<file path="config.mk">
export PLATFORM = sky130hd
export DESIGN_NAME = cache_arbiter
export DESIGN_NICKNAME = d
export VERILOG_FILES = /design/src/rtl/cache_arbiter.sv
export SDC_FILE = /design/constraint.sdc
export NUM_CORES = 1
export LEC_CHECK = 0
export BUFFER_PORTS_ARGS = -buffer_cell sky130_fd_sc_hd__buf_4
export CAP_MARGIN = 20
export CORE_AREA = 4 4 542 544
export DETAILED_ROUTE_END_ITERATION = 10
export DIE_AREA = 0 0 546 548
export PLACE_DENSITY = 0.3
export SLEW_MARGIN = 15
export SYNTH_ARGS = -nofsm -noshare
export SYNTH_HDL_FRONTEND = slang
export SYNTH_SLANG_ARGS = --single-unit
</file>
<file path="constraint.sdc">
create_clock -name clk -period 1.55 [get_ports clk]
set_clock_uncertainty 0.2 [all_clocks]
set_input_delay 0.2325 -clock clk [delete_from_list [all_inputs] [get_ports clk]]
set_output_delay 0.2325 -clock clk [all_outputs]
set_load 0.05 [all_outputs]
</file>
<file path="src/rtl/cache_arbiter.sv">
// cache_arbiter: fair arbiter sharing one cacheline adaptor between I-cache and D-cache
module cache_arbiter #(
    parameter int LINE_W = 256,
    parameter int ADDR_W = 32
) (
    input  logic              clk,
    input  logic              rst,
    input  logic              i_read,
    input  logic [ADDR_W-1:0] i_address,
    output logic [LINE_W-1:0] i_rdata,
    output logic              i_resp,
    input  logic              d_read,
    input  logic              d_write,
    input  logic [ADDR_W-1:0] d_address,
    input  logic [LINE_W-1:0] d_wdata,
    output logic [LINE_W-1:0] d_rdata,
    output logic              d_resp,
    output logic              mem_read,
    output logic              mem_write,
    output logic [ADDR_W-1:0] mem_address,
    output logic [LINE_W-1:0] mem_wdata,
    input  logic [LINE_W-1:0] mem_rdata,
    input  logic              mem_resp
);
    typedef enum logic [1:0] {IDLE, SERVE_I, SERVE_D} state_t;
    state_t state, state_n;
    logic   last_grant, last_grant_n;
    logic   d_pend;
    always_ff @(posedge clk) begin
        if (rst) begin
            state      <= IDLE;
            last_grant <= 1'b1;
        end else begin
            state      <= state_n;
            last_grant <= last_grant_n;
        end
    end
    assign d_pend = d_read | d_write;
    always_comb begin
        state_n      = state;
        last_grant_n = last_grant;
        if (state == IDLE)
            state_n = (i_read && (!d_pend || last_grant)) ? SERVE_I : d_pend ? SERVE_D : IDLE;
        else if (mem_resp) begin
            state_n      = IDLE;
            last_grant_n = state == SERVE_D;
        end
    end
    assign mem_read    = state == SERVE_I || (state == SERVE_D && d_read && !d_write);
    assign mem_write   = state == SERVE_D && d_write;
    assign mem_address = state == SERVE_I ? i_address : state == SERVE_D ? d_address : '0;
    assign mem_wdata   = state == SERVE_D ? d_wdata : '0;
    assign i_resp      = state == SERVE_I && mem_resp;
    assign d_resp      = state == SERVE_D && mem_resp;
    assign i_rdata     = mem_rdata;
    assign d_rdata     = mem_rdata;
endmodule
</file>
==> results.toml <==
[run_status]
status = "finished with violations"
violations = "negative setup slack"

[detailed_routing]
wl_per_cell_um = 31.47
vias = 6488
firstDrtPassIters = 5
drcViolationCount = 0
viasPerCell = 1.357
antenna_left = 0
drt-initial-drc-count = 388
route.final.wire_length_mm = 150.4

[global_routing]
grt_first_pass_wirelength_mm = 166.8
grtUsageMet1_pct = 6.665
grt_overflow = 0
top_usage_layer = "met3"
grt_use_total_pct = 9.507
use_met2_pct = 13.46
grt_start_max_net_pins = 65
grtUsageMet3_pct = 13.51
first_global_vias = 6559
antenna_found_initial = 114

[power_and_ir_drop]
p_comb_share_pct = 91.9
p_int_w = 0.002855
swShare_pct = 56.06
pwr-share-clk_pct = 6.6
p_total_w = 0.006497
vdd_drop_max_uv = 193.2
p_leak_nw = 5.114
seq_power_share_pct = 1.4
powerDensity_nw_per_um2 = 456.5
power_switching_w = 0.003642

[yosys]
synthAdderAreaFrac_pct = 0
synth-compound-area-share_pct = 5.475
synth_top_family_by_area = "buffers and inverters"
synth-seq-cells = 3
netlist_area_sq_um = 6125
synth_top_area_cell = "buf_4"
synth.area.mux_share_pct = 0
synth_xor_area_share_pct = 0
syn_nets = 1439
seq_area_frac_synth_pct = 0.9806
synth_top_area_share_pct = 63.86
yosysWarnings = 0
synth_cell_types = 19
yosys-top-cells-area = "buf_4 (64%), and2_1 (26%), a22o_1 (4.6%)"
syn_avg_cell_area_sq_um = 7.147
synth-simple-area-share_pct = 27.31
synth_cells = 857

[sta]
fin_crit_sh_pct = 135.2
clock.fmax_mhz = 477.2
setup_viol = 292
tightestPinTransition_ns = 0.2566
period_minus_slack_ns = 2.095
hold_viol = 0
timing.final.ws_setup_ns = -0.5454
slew_viol_final = 0
slew_headroom_pct = 82.67
rsz0062_at_grt = "true"
timing.hold.ws_ns = 0.01745

[clock_network]
cts_buffers = 3
htreeDepth = 1
root_buffer = "clkbuf_16"
cts_max_path_buffers = 2
clk_pin_slew_worst_paths_ns = 0.03
cts_tree = "built"
cts_sinks = 3
clock_latency_ns = 0.23
holdBufCountCts = 0

[cells_and_area]
design_area_sq_um = 14230
layout_commonest_cell = "buf_4"
final_layout_size_suffix_gt1_share_pct = 98.66
layout_common_cells = "buf_4 (420), and2_2 (185), buf_6 (125)"
area_growth_pct = 132.4
final_nets = 1555

[min_path]
min_path_type = "primary input to flip-flop"

[setup_path]
start_kind = "flip-flop"
cp_max_fo = 49
cp_data_arrival_time_ns = 1.66
ff2ff_path_depth = 3
endpoint_kind = "output pin"
cp-endpoint = "mem_wdata[140]"
crit_type = "flip-flop to output pin"
rr_endpoint = "state[1]$_SDFFE_PP0P_"
ff2ff_setup_slack_ns = 0.26
worst_r2r_startpoint = "state[1]$_SDFFE_PP0P_"
cp-startpoint = "state[1]$_SDFFE_PP0P_"
crit_required_ns = 1.12

[placement]
finalWeightedCongestion = 0.9723
placed_cell_area_sq_um = 12360
dp_hpwl_mm = 142.6
io_buffers = 617

[floorplan]
rows = 198
start_util_pct = 2.115
fp.dieH_um = 548
core-area_sq_um = 289600
fp.dieW_um = 546
die-area_sq_um = 299200
ios = 1386

[job]
maxCapViolCount = 0
==> flip-flops by register name (all words and copies together) (netlist names) <==
name,flops
last_grant,1
state,2
==> synthesized netlist by cell type <==
master / n
o41ai_1: 1
a21o_1: 4
buf_6: 1
a22o_1: 32
or3b_2: 1
a31o_2: 1
buf_2: 1
nor4b_1: 1
dfxtp_1: 3
nor2b_4: 1
and2_1: 259
nor2b_1: 1
nor2_1: 1
nor3b_1: 1
clkbuf_2: 25
buf_4: 521
o21bai_1: 1
inv_1: 1
nand2_1: 1
==> critical path, cell delays in order (launching register included) <==
cell and delay (ns):
dfxtp_2 0.32, nor2b_4 0.20, buf_12 0.19, buf_16 0.21, and2_2 0.24, buf_8 0.20
==> kinds of logic (layout without fill, tap and decap cells) <==
logic type / count (synthesis) / count (layout)
buf+inv: 549 / 664
compound gates: 39 / 39
flops: 3 / 3
other cells: 0 / 9
simple gates: 266 / 266
==> metrics by stage <==
step	TNS (ns)	setup WS, ns	instances	utilization (%)
after floorplan	-8.612	-0.03696	857	-
after global placement	-102.92	-0.5359	4748	4.266
after detailed placement	-101.72	-0.5236	4748	4.266
after CTS	-150.55	-0.6007	4767	4.602
after global routing	-158.38	-0.6311	4773	4.908
final	-136.72	-0.5454	4781	4.915
==> what timing repair did <==
action,in CTS,in global routing
gates cloned,5,2
gates resized for setup,180,206
pin swaps,25,9
hold endpoints to repair,0,0
setup endpoints to repair,292,292
buffers inserted,10,3
==> worst min-delay path by stage <==
stage               from                 endpoint  slack, ns  depth (start not counted)
floorplan            rst  last_grant$_SDFFE_PP1P_       0.12                          1
global placement     rst  last_grant$_SDFFE_PP1P_       0.25                          2
detailed placement   rst  last_grant$_SDFFE_PP1P_       0.26                          2
CTS                  rst  last_grant$_SDFFE_PP1P_       0.02                          2
global route         rst  last_grant$_SDFFE_PP1P_       0.05                          2
finish               rst  last_grant$_SDFFE_PP1P_       0.02                          2
==> power by group through the flow <==
stage / clock (W) / combinational (W) / sequential [W]
after detailed placement: 0 / 0.00528 / 0.0000934
after global routing: 0.000443 / 0.00630 / 0.0000943
after global placement: 0 / 0.00529 / 0.0000936
after floorplan: 0 / 0.00618 / 0.0000948
after CTS: 0.000434 / 0.00579 / 0.0000936
final: 0.000430 / 0.00597 / 0.0000930
==> cell type report <==
type,instances,area (sq um)
clock buffer,4,78.83
inverter,1,3.754
tap,3800,4755
timing repair buffer,659,6733
sequential,3,62.56
fill,34230,275400
multi-input combinational,305,2579
antenna,9,22.52
==> per-layer routing <==
layer  vias to the layer above  share of wire [%]
li1                       2349                  -
met1                      2590                 23
met2                      1014                 40
met3                       489                 31
met4                        46                5.8
met5                         -               0.18
Power figures use the tool's default switching activity.
